`config.mk`:
```
export PLATFORM = sky130hd
export DESIGN_NAME = run_detector
export DESIGN_NICKNAME = d
export VERILOG_FILES = /design/src/rtl/run_det_pkg.sv /design/src/rtl/run_channel.sv /design/src/rtl/run_detector.sv
export SDC_FILE = /design/constraint.sdc
export NUM_CORES = 1
export LEC_CHECK = 0
export CORE_MARGIN = 2
export CORE_UTILIZATION = 30
export CTS_CLUSTER_SIZE = 14
export DETAILED_ROUTE_END_ITERATION = 8
export DONT_BUFFER_PORTS = 1
export PLACE_DENSITY = 0.5
export SYNTH_ARGS = -nofsm -noshare
export SYNTH_HDL_FRONTEND = slang
export SYNTH_SLANG_ARGS = --single-unit
```
`constraint.sdc`:
```
create_clock -name clk -period 4.64 [get_ports clk]
set_clock_uncertainty 0.2 [all_clocks]
set_input_delay 0.928 -clock clk [delete_from_list [all_inputs] [get_ports clk]]
set_output_delay 0.928 -clock clk [all_outputs]
set_load 0.02 [all_outputs]
```
`src/rtl/run_det_pkg.sv`:
```
// run_det_pkg
// Shared types and default constants for the multi-channel run detector.
//   run_state_t : per-channel FSM state. The unused 2'b11 code is treated
//                 as illegal and recovers to IDLE on the next clock edge.
//   DEF_*       : default parameter values used by run_detector and run_channel.
//   is_legal_state : helper used by run_channel to spot the unused state code.
package run_det_pkg;

    typedef enum logic [1:0] {
        IDLE   = 2'b00,
        RUN    = 2'b01,
        DETECT = 2'b10
    } run_state_t;

    localparam int DEF_CHANNELS    = 4;
    localparam int DEF_CNT_W       = 4;
    localparam int DEF_HIT_W       = 8;
    localparam int DEF_SYNC_STAGES = 2;

    // The synchroniser needs at least two flops to be useful against
    // metastability; smaller requests are quietly raised to two.
    localparam int MIN_SYNC_STAGES = 2;

    function automatic logic is_legal_state(input run_state_t st);
        return (st == IDLE) || (st == RUN) || (st == DETECT);
    endfunction

endpackage

```
`src/rtl/run_channel.sv`:
```
// run_channel
// One detector channel: input synchroniser, saturating run-length counter,
// IDLE/RUN/DETECT state machine, detection strobe and wrapping hit counter.
// Ports:
//   clk        system clock
//   reset      asynchronous active-low reset (0 = reset)
//   en         count enable; 0 freezes run/state/out/hits and kills pulse
//   clear      synchronous clear of run, state, out, pulse and hits
//   pol        0 = detect runs of 1, 1 = detect runs of 0
//   threshold  run-length threshold T; 0 disables detection
//   w          raw asynchronous input
//   out        high while in DETECT
//   pulse      one-cycle strobe on entry to DETECT
//   hits       number of DETECT entries, wraps at 2^HIT_W
module run_channel
    import run_det_pkg::*;
#(
    parameter int CNT_W       = DEF_CNT_W,
    parameter int HIT_W       = DEF_HIT_W,
    parameter int SYNC_STAGES = DEF_SYNC_STAGES
) (
    input  logic             clk,
    input  logic             reset,
    input  logic             en,
    input  logic             clear,
    input  logic             pol,
    input  logic [CNT_W-1:0] threshold,
    input  logic             w,
    output logic             out,
    output logic             pulse,
    output logic [HIT_W-1:0] hits
);

    localparam int SYNC_N = (SYNC_STAGES < MIN_SYNC_STAGES) ? MIN_SYNC_STAGES : SYNC_STAGES;

    localparam logic [CNT_W-1:0] RUN_MAX = {CNT_W{1'b1}};
    localparam logic [CNT_W-1:0] RUN_ONE = {{(CNT_W-1){1'b0}}, 1'b1};
    localparam logic [HIT_W-1:0] HIT_ONE = {{(HIT_W-1){1'b0}}, 1'b1};

    // ------------------------------------------------------------------
    // Input synchroniser. Runs whenever reset is released, independent of
    // en and clear, so the sampled input never goes stale.
    // ------------------------------------------------------------------
    logic [SYNC_N-1:0] sync_reg;
    logic              s;

    always_ff @(posedge clk or negedge reset) begin
        if (!reset) begin
            sync_reg <= '0;
        end else begin
            sync_reg <= {sync_reg[SYNC_N-2:0], w};
        end
    end

    assign s = sync_reg[SYNC_N-1];

    // ------------------------------------------------------------------
    // Run-length arithmetic, computed from the current registered run.
    // ------------------------------------------------------------------
    logic             active;
    logic [CNT_W-1:0] run_reg;
    logic [CNT_W-1:0] run_inc;
    logic [CNT_W-1:0] run_next;
    logic             reach;

    assign active   = s ^ pol;
    // Saturate instead of wrapping so a long run never looks short again.
    assign run_inc  = (run_reg == RUN_MAX) ? RUN_MAX : (run_reg + RUN_ONE);
    assign run_next = active ? run_inc : '0;
    // A threshold of zero means "never detect", not "always detect".
    assign reach    = active && (threshold != '0) && (run_next >= threshold);

    // ------------------------------------------------------------------
    // State machine with registered outputs.
    // ------------------------------------------------------------------
    run_state_t       state_reg;
    logic             out_reg;
    logic             pulse_reg;
    logic [HIT_W-1:0] hits_reg;

    always_ff @(posedge clk or negedge reset) begin
        if (!reset) begin
            state_reg <= IDLE;
            run_reg   <= '0;
            out_reg   <= 1'b0;
            pulse_reg <= 1'b0;
            hits_reg  <= '0;
        end else if (clear) begin
            // clear wins over en and over a DETECT entry on the same edge.
            state_reg <= IDLE;
            run_reg   <= '0;
            out_reg   <= 1'b0;
            pulse_reg <= 1'b0;
            hits_reg  <= '0;
        end else if (!en) begin
            // Frozen: everything holds except the strobe, which must not
            // repeat while the channel is paused.
            pulse_reg <= 1'b0;
            if (!is_legal_state(state_reg)) begin
                state_reg <= IDLE;
                run_reg   <= '0;
                out_reg   <= 1'b0;
            end
        end else begin
            pulse_reg <= 1'b0;
            case (state_reg)
                IDLE, RUN: begin
                    run_reg <= run_next;
                    if (!active) begin
                        state_reg <= IDLE;
                        out_reg   <= 1'b0;
                    end else if (reach) begin
                        state_reg <= DETECT;
                        out_reg   <= 1'b1;
                        pulse_reg <= 1'b1;
                        hits_reg  <= hits_reg + HIT_ONE;
                    end else begin
                        state_reg <= RUN;
                        out_reg   <= 1'b0;
                    end
                end
                DETECT: begin
                    // Hysteresis: once detected, only a break in the run
                    // (or clear) leaves DETECT, whatever T does meanwhile.
                    run_reg <= run_next;
                    if (!active) begin
                        state_reg <= IDLE;
                        out_reg   <= 1'b0;
                    end else begin
                        state_reg <= DETECT;
                        out_reg   <= 1'b1;
                    end
                end
                default: begin
                    state_reg <= IDLE;
                    run_reg   <= '0;
                    out_reg   <= 1'b0;
                end
            endcase
        end
    end

    assign out   = out_reg;
    assign pulse = pulse_reg;
    assign hits  = hits_reg;

endmodule

```
`src/rtl/run_detector.sv`:
```
// run_detector
// Multi-channel run-length detector sitting between board switches/keys and
// the LED/HEX display logic. Each channel is an independent run_channel; this
// level only fans out shared controls and slices the per-channel vectors.
// Ports:
//   clk        system clock
//   reset      asynchronous active-low reset (0 = reset)
//   en         count enable shared by all channels
//   clear      synchronous clear shared by all channels
//   pol        per-channel polarity (bit i -> channel i)
//   threshold  shared run-length threshold T; 0 disables detection
//   w          raw asynchronous channel inputs
//   out        per-channel DETECT level
//   pulse      per-channel one-cycle detection strobe
//   hits       per-channel hit counters, channel i at [i*HIT_W +: HIT_W]
module run_detector
    import run_det_pkg::*;
#(
    parameter int CHANNELS    = DEF_CHANNELS,
    parameter int CNT_W       = DEF_CNT_W,
    parameter int HIT_W       = DEF_HIT_W,
    parameter int SYNC_STAGES = DEF_SYNC_STAGES
) (
    input  logic                      clk,
    input  logic                      reset,
    input  logic                      en,
    input  logic                      clear,
    input  logic [CHANNELS-1:0]       pol,
    input  logic [CNT_W-1:0]          threshold,
    input  logic [CHANNELS-1:0]       w,
    output logic [CHANNELS-1:0]       out,
    output logic [CHANNELS-1:0]       pulse,
    output logic [CHANNELS*HIT_W-1:0] hits
);

    genvar gi;
    generate
        for (gi = 0; gi < CHANNELS; gi++) begin : g_chan
            run_channel #(
                .CNT_W       (CNT_W),
                .HIT_W       (HIT_W),
                .SYNC_STAGES (SYNC_STAGES)
            ) u_chan (
                .clk       (clk),
                .reset     (reset),
                .en        (en),
                .clear     (clear),
                .pol       (pol[gi]),
                .threshold (threshold),
                .w         (w[gi]),
                .out       (out[gi]),
                .pulse     (pulse[gi]),
                .hits      (hits[gi*HIT_W +: HIT_W])
            );
        end
    endgenerate

endmodule
```
After elaboration in Yosys (flattened, before gate mapping)
Index checks and enable logic that the tools add are counted.
- add/sub/neg operators: 8
- $lt $le $gt $ge: 4
- bitwise logic cells: 4
- reduce and logical (&&, ||, !) cells: 46
- multiplexer cells: 112
- equality and inequality tests: 16
- operators with widths (kind ; count):
    $mux 8 ; 20
    $mux 4 ; 24
    $mux 2 ; 24
    $mux 1 ; 36
    $add 8x1->8 const B ; 4
    $reduce_bool 2->1 ; 13
    $add 4x1->4 const B ; 4
    $eq 4x4->1 const B ; 4
    $ge 4x4->1 ; 4
    $pmux 2 s2 ; 4
    $reduce_and 4->1 ; 4
    $ne 3x3->1 const B ; 4
    $reduce_or 3->1 ; 4
    $eq 2x1->1 const B ; 4
    $eq 2x2->1 const B ; 4
    $logic_and 1x1->1 ; 8
    $logic_not 2->1 ; 4
    $logic_or 1x1->1 ; 8
    $pmux 1 s2 ; 4
    $reduce_or 2->1 ; 4
    $reduce_bool 4->1 ; 1
    $xor 1x1->1 ; 4
- output and inout bits: 40
- input bits: 16
- flip-flop bits (word level): 72

Depth between registers and ports, before layout
Gate-level depths: netlist (run 1).
- depth after elaboration: 10
- gate-level depth with buffers: 11
- depth with buffers taken out: 10

Modules after synthesis
A second synthesis (run 1) with hierarchy kept.
- cell total of the unflattened synthesis: 388
- area, all modules: 3788.6 µm²
- modules (own cells, without submodules) (module ; seq. area each (µm²) ; area an instance (µm²) ; cells each ; times used):
    run_channel ; 425.4 ; 947.2 ; 97 ; 4

Worst setup path after synthesis (run 1)
Ideal clock, no wire load.
- path kind: input-to-reg
- start: input pol[1]
- end: register g_chan[1].u_chan.hits_reg[1]
- library setup time: 0.132 ns
- slack: 1.210 ns
- data required time: 4.308 ns
- stages on the path: 10
- arrival time: 3.098 ns
- cells stage by stage: xnor2_1 -> a21oi_1 -> inv_1 -> ha_1 -> nand2b_1 -> a2111oi_1 -> or3_1 -> buf_2 -> mux2i_1 -> nor2_1
- longest elaborated chain between the ends: 6
- RTL lines (element ; line ; RTL):
    from (decl) ; run_detector.sv:28 ; input logic [CHANNELS-1:0] pol,
    $xor 1x1->1 (*) ; run_channel.sv:66 ; assign active = s ^ pol;
    $mux 4 ; run_channel.sv:69 ; assign run_next = active ? run_inc : '0;
    $ge 4x4->1 ; run_channel.sv:71 ; assign reach = active && (threshold != '0) && (run_next >= threshold);
    $logic_and 1x1->1 ; run_channel.sv:71 ;
    $reduce_bool 2->1 (no line) ; - ;
    $reduce_and 4->1 (no line) (*) ; - ;
    to (signal assigned) ; run_channel.sv:116 ; hits_reg <= hits_reg + HIT_ONE;
    to (decl) ; run_channel.sv:79 ; logic [HIT_W-1:0] hits_reg;
Every way passes the cells marked *; elsewhere a longest branch is shown, timed or not.
A chain may end at the register's enable or synchronous reset.

Worst setup path after layout (run 1)
- start: input pol[2]
- end: register g_chan[2].u_chan.hits_reg[5]
- longest elaborated chain between the ends: 6
- RTL lines (element ; line):
    $xor 1x1->1 (*) ; run_channel.sv:66
    $mux 4 ; run_channel.sv:69
    $ge 4x4->1 ; run_channel.sv:71
    $logic_and 1x1->1 ; run_channel.sv:71
    $reduce_bool 2->1 (no line) ; -
    $reduce_and 4->1 (no line) (*) ; -
    to (signal assigned) ; run_channel.sv:116
    to (decl) ; run_channel.sv:79
Marked as above.

==> impl_metrics.yaml, run 1 <==
status:
  status: "completed"
sta:
  layout_setup_ws_ns: 1.34
  final_hold_viol_count: 0
  timing.final.crit_period_ns: 3.30
  rsz0062_at_grt: "false"
  period_share_pct: 71.0
  setup_viol: 0
  worst_pin_slew_ns: 0.600
  relSlewSlack_pct: 59.6
  fin_setup_tns_ns: 0
  timing.fmax_mhz: 303
  finalMaxSlewViolations: 0
drt:
  vias_per_cell: 5.08
  drc: 0
  drtPass1Iterations: 4
  drtIter0Drc: 89
  wire_per_inst_um: 15.5
  ant_nets: 0
  wirelength_mm: 8.53
  vias: 2804
worst_setup_path:
  path_delay_family: "simple AND/OR/NAND/NOR gates"
  crit_buf_inv: 0
  startpoint_type: "primary input"
  cp.arrival_ns: 3.35
  path_cells: "xnor2_1, o21bai_1, nor2_1, ha_1, o21ai_0, nand2b_1, nand3_1, or4_1, a21oi_1"
  critical_path.reg2reg.endpoint: "g_chan[0].u_chan.hits[5]"
  critical-path-max-stage-delay_ns: 0.61
  path_depth: 9
  reg2reg_setup_slack_ns: 1.55
  crit_slowest_cell: "or4_1"
  endpoint_kind: "register"
  crit_type: "in2reg"
  r2r_start: "g_chan[0].u_chan.run_reg[0]"
  r2r.worst_path.cells: 10
  cp.required_ns: 4.69
  cp_max_fo: 10
global_route:
  antenna_found_initial: 0
  use_met2_pct: 20.0
  grt_max_degree: 69
  overflow: 0
  gr-usage-met1_pct: 18.0
  grt_pass1_vias: 2686
  grt_usage_pct: 13.6
  grt_util_met3_pct: 5.07
  grt_pass1_wl_mm: 14.1
  top_usage_layer: "met2"
logic_synthesis:
  ys_ff_latch: 68
  synth_cell_types: 42
  syn_area_sq_mm: 0.00374
  synth_edf_count: 0
  synth_top_family_by_area: "simple AND/OR/NAND/NOR gates"
  ys.flop_type: "dfrtp_1"
  synthMuxAreaShare_pct: 4.54
  synthAdderAreaFrac_pct: 8.02
  synthArstFlopShare_pct: 100
  yosysTopAreaCellShare_pct: 45.4
  synthSimpleGateAreaFrac_pct: 20.5
  syn_nets: 427
  synthXorXnorAreaFrac_pct: 4.91
  synth_cells: 387
  ys.warnings.count: 0
  synth.avg_cell_area_sq_um: 9.68
  yosysTopAreaCell: "dfrtp_1"
  ys_seq_area_share_pct: 45.4
  netlist_top_cells_area: "dfrtp_1 45%, ha_1 8.0%, nor2_1 5.2%"
  synth_compound_area_share_pct: 12.3
cts:
  cts_resized: 0
  clk-insertion-delay-late_ns: 0.33
  cts_setup_buffers: 0
  htreeDepth: 3
  ctsHoldBuffers: 0
  clock-root-buffer: "clkbuf_16"
  clock_tree.buffer_depth: 2
  cts_buffers: 9
  cts.sinks: 68
  clk_pin_slew_ns: 0.06
  tritoncts: "built"
layout:
  fin_cells: 552
  area_growth_pct: 9.89
  utilization_pct: 34.0
  drive_gt1_share_pct: 3.65
  fin_nets: 420
  largest_reg_flops: 32
  antennaDiodeCount: 0
floorplanning:
  placementRows: 40
  die_h_um: 116
  fp.dieW_um: 116
  ios: 56
  core_area_sq_mm: 0.0121
  start_util_pct: 30.9
  dieArea_sq_mm: 0.0134
placement:
  io_buffers: 0
  dp_slack_ns: 0.966
  place_hpwl_mm: 5.95
  gp_congestion: 0.826
  dp.cells: 537
pwr:
  p_clk_share_pct: 45.4
  p_int_mw: 1.01
  switching_share_pct: 23.6
  ir_worst_vdd_v: 0.000126
  power.leakage_nw: 1.77
  seq_power_share_pct: 47.1
  p_sw_mw: 0.311
  p_comb_share_pct: 7.4
  p_per_area_mw_per_mm2: 320
  finalPower_mw: 1.32
min_path:
  min_path_type: "in2async"
job:
  cap_violations: 0
cells by family after synthesis:
kind of cell / Yosys count
AND/OR/NAND/NOR: 153
flip-flops: 68
multiplexers: 17
adder cells (fa/ha/maj): 24
XOR/XNOR: 21
AO/OA/AOI/OAI: 70
buffers and inverters: 34
power by group through the flow:
stage,registers (mW),clock network (mW),logic (mW)
5_1_grt,0.622,0.645,0.112
3_3_place_gp,0.631,0,0.0964
6_report,0.621,0.599,0.0981
4_1_cts,0.621,0.621,0.0995
2_1_floorplan,0.626,0,0.0901
3_5_place_dp,0.631,0,0.0989
placed cells by master, fill, tap and decap left out, drive strengths merged, types with 2 or more instances in the layout:
cell type   n
xor2        5
o21ai       7
or4         6
nor2       52
xnor2      16
nand4       8
a21o        4
ha         24
nor3b       2
a2111o      2
dfrtp      68
nor3        8
or3         9
a211oi      7
a2111oi     2
nand3      15
a31oi       6
and2        2
nand2b      7
nand3b      4
o31ai       5
nor4b       2
o21a        2
a21oi      29
inv        14
clkbuf     13
buf         2
and3        3
o21bai      4
mux2i      17
nor4       10
nand2      22
through the flow:
| step | hold WS, ns | area (sq um) |
|---|---|---|
| after floorplan | 0.131 | 3740 |
| after global placement | 0.134 | 3860 |
| after detailed placement | 0.136 | 3860 |
| after CTS | 0.0776 | 4120 |
| after global routing | 0.0698 | 4120 |
| final | 0.0908 | 4120 |
synthesized netlist by cell type (all sizes together) (5+ instances only):
library cell,number
nor4,10
o21ai,7
nor3,8
dfrtp,68
nand4,8
a31oi,6
xnor2,16
o31ai,5
ha,24
nand3,15
nor2,52
or4,6
xor2,5
inv,14
clkbuf,9
or3,9
nand2,22
nand2b,7
buf,11
a21oi,29
mux2i,17
a211oi,7
worst reg2reg max path: stages, from the launching register on:
cell and delay [ns]:
dfrtp_1 0.41, ha_1 0.27, nand3_1 0.12, a21oi_1 0.21, inv_1 0.07, ha_1 0.26
nand2b_1 0.09, a2111o_1 0.15, nand3_1 0.43, or4_1 0.66, a21oi_1 0.15
how the worst max path moves through the flow:
stage	endpoint	startpoint	slack, ns
2_1_floorplan	g_chan[1].u_chan.hits[1]	pol[1]	1.21
3_3_place_gp	g_chan[2].u_chan.hits[7]	pol[2]	1.05
3_5_place_dp	g_chan[2].u_chan.hits[7]	pol[2]	0.97
4_1_cts	g_chan[2].u_chan.hits[5]	pol[2]	1.33
5_1_grt	g_chan[2].u_chan.hits[5]	pol[2]	1.04
6_report	g_chan[2].u_chan.hits[5]	pol[2]	1.34
routing by layer:
layer,share of wire (%),vias up
met4,1.7,0
li1,-,1370
met1,47,1375
met3,6.6,12
met5,0,-
met2,45,47
final cells by class:
class / instances / area (sq um)
Clock buffer: 13 / 240
Sequential cell: 68 / 1700
Clock inverter: 2 / 12.5
Timing Repair Buffer: 2 / 15.0
Tap cell: 168 / 210
Multi-Input combinational cell: 285 / 1880
Fill cell: 1285 / 8000
Inverter: 14 / 52.6
No activity file was read; power rests on OpenSTA's default activity.
==> run 2: changes to the inputs <==
Settings changed: PLACE_DENSITY 0.5 to 0.51.
Clock period 4.64 ns to 2.97 ns, I/O delays scaled along.
==> impl_metrics.yaml, run 2 (synthesis gave the netlist of run 1 again) <==
floorplanning:
  fp.dieW_um: 116
  dieArea_sq_mm: 0.0134
  core_area_sq_mm: 0.0121
  die_h_um: 116
  start_util_pct: 30.9
  placementRows: 40
  ios: 56
global_route:
  overflow: 0
  grt_max_degree: 69
  grt_pass1_vias: 2829
  grt_usage_pct: 14.1
  antenna_found_initial: 0
  grt_pass1_wl_mm: 14.6
drt:
  wire_per_inst_um: 15.1
  wirelength_mm: 8.61
  drtIter0Drc: 163
  drc: 0
  ant_nets: 0
  vias_per_cell: 4.99
  drtPass1Iterations: 4
  vias: 2838
min_path:
  min_delay_path_depth: 0
  hold_start: "w[1]"
  min_path_type: "in2reg"
pwr:
  seq_power_share_pct: 41.3
  p_clk_share_pct: 50.1
  ir_worst_vdd_v: 0.000253
  p_int_mw: 1.79
  switching_share_pct: 23.6
  power.leakage_nw: 1.89
  p_sw_mw: 0.555
  p_comb_share_pct: 8.7
  p_per_area_mw_per_mm2: 538
cts:
  clock_tree.buffer_depth: 2
  clk_pin_slew_ns: 0.06
  tritoncts: "built"
  clk-insertion-delay-late_ns: 0.34
  clock-root-buffer: "clkbuf_16"
  cts_buffers: 9
  cts.sinks: 68
  htreeDepth: 3
placement:
  io_buffers: 0
  dp.cells: 551
  place_hpwl_mm: 5.91
  dp_slack_ns: -0.000722
  gp_congestion: 0.816
  placed_area_sq_mm: 0.00397
layout:
  area_growth_pct: 16.6
  fin_area_sq_mm: 0.00437
  utilization_pct: 36.0
  drive_gt1_share_pct: 10.7
  antennaDiodeCount: 0
  n_fill_cell: 1264
  fin_cells: 569
  largest_reg_flops: 32
  fin_nets: 436
  final_common_cell: "dfrtp_1"
  mostFrequentLayoutCells: "67 x dfrtp_1, 52 x nor2_1, 29 x a21oi_1"
worst_setup_path:
  cp.arrival_ns: 2.82
  crit_buf_inv: 1
  endpoint_kind: "register"
  critical-path-max-stage-delay_ns: 0.40
  startpoint: "g_chan[3].u_chan.run_reg[0]"
  cp_max_fo: 5
  crit_slowest_cell: "dfrtp_2"
  r2r_start: "g_chan[3].u_chan.run_reg[0]"
  endpoint: "g_chan[3].u_chan.state_reg[0]"
  crit_type: "reg2reg"
  reg2reg_setup_slack_ns: 0.21
  path_depth: 10
  cp.required_ns: 3.03
  path_delay_family: "simple AND/OR/NAND/NOR gates"
  path_cells: "ha_2, nand3_1, a21oi_1, inv_1, ha_1, nand2b_1, a2111oi_4, nor3_1, or3b_1, a211oi_2"
  startpoint_type: "register"
  critical_path.reg2reg.endpoint: "g_chan[3].u_chan.state_reg[0]"
  r2r.worst_path.cells: 10
status:
  status: "completed"
sta:
  period_share_pct: 93.0
  fin_setup_tns_ns: 0
  rsz0062_at_grt: "false"
  relSlewSlack_pct: 28.6
  layout_setup_ws_ns: 0.208
  timing.fmax_mhz: 362
  final_hold_viol_count: 0
  setup_viol: 0
  finalMaxSlewViolations: 0
  worst_pin_slew_ns: 1.06
  timing.final.crit_period_ns: 2.76
job:
  cap_violations: 0
-- run 2: metrics by stage --
| step | total power [mW] | hold WS [ns] |
|---|---|---|
| 3_5_place_dp | 1.16 | 0.100 |
| 4_1_cts | 2.39 | 0.0660 |
| 6_report | 2.35 | 0.0818 |
| 5_1_grt | 2.46 | 0.0630 |
| 3_3_place_gp | 1.16 | 0.101 |
| 2_1_floorplan | 1.12 | 0.0984 |
-- run 2: how the worst min path moves through the flow --
stage / endpoint / slack, ns
2_1_floorplan: g_chan[0].u_chan.hits[0] / 0.1
3_3_place_gp: g_chan[0].u_chan.hits[0] / 0.10
3_5_place_dp: g_chan[0].u_chan.hits[3] / 0.10
4_1_cts: g_chan[0].u_chan.sync_reg[0] / 0.07
5_1_grt: g_chan[0].u_chan.sync_reg[0] / 0.06
6_report: g_chan[1].u_chan.sync_reg[0] / 0.08
-- run 2: power by group through the flow --
stage / combinational (mW) / sequential (mW) / clock, mW
detailed placement: 0.178 / 0.985 / 0
CTS: 0.205 / 0.969 / 1.22
global placement: 0.175 / 0.985 / 0
finish: 0.204 / 0.969 / 1.18
global route: 0.234 / 0.972 / 1.25
floorplan: 0.143 / 0.978 / 0
-- run 2: cell type report --
class	instances	area [sq um]	share of cell area, %
multi-input combinational	285	1920	43.9
clock buffer	10	239	5.47
clock inverter	6	87.6	2.01
sequential	68	1700	39.0
timing repair buffer	18	158	3.61
tap	168	210	4.82
inverter	14	52.6	1.20
-- run 2: timing repair --
action,4_1_cts,5_1_grt
endpoints found under the hold margin,68,0
buffers inserted,0,0
endpoints found under the setup margin,0,16
hold buffers,2,0
gates resized for setup,0,8
-- run 2: layer usage --
metal | global-route usage (%) | vias up | wire, um | part of all wire, %
met1 | 17.7 | 1382 | 3890 | 45
li1 | - | 1400 | - | -
met2 | 22.1 | 46 | 4000 | 46
met4 | 5.79 | 0 | 151 | 1.8
met5 | 0 | - | 0 | 0
met3 | 5.28 | 10 | 568 | 6.6
==> run 3: changes to the inputs <==
Settings changed: CTS_CLUSTER_DIAMETER from default to 80.
==> results of run 3 <==
No change in the layout: final DEF, timing and power equal those of run 2.
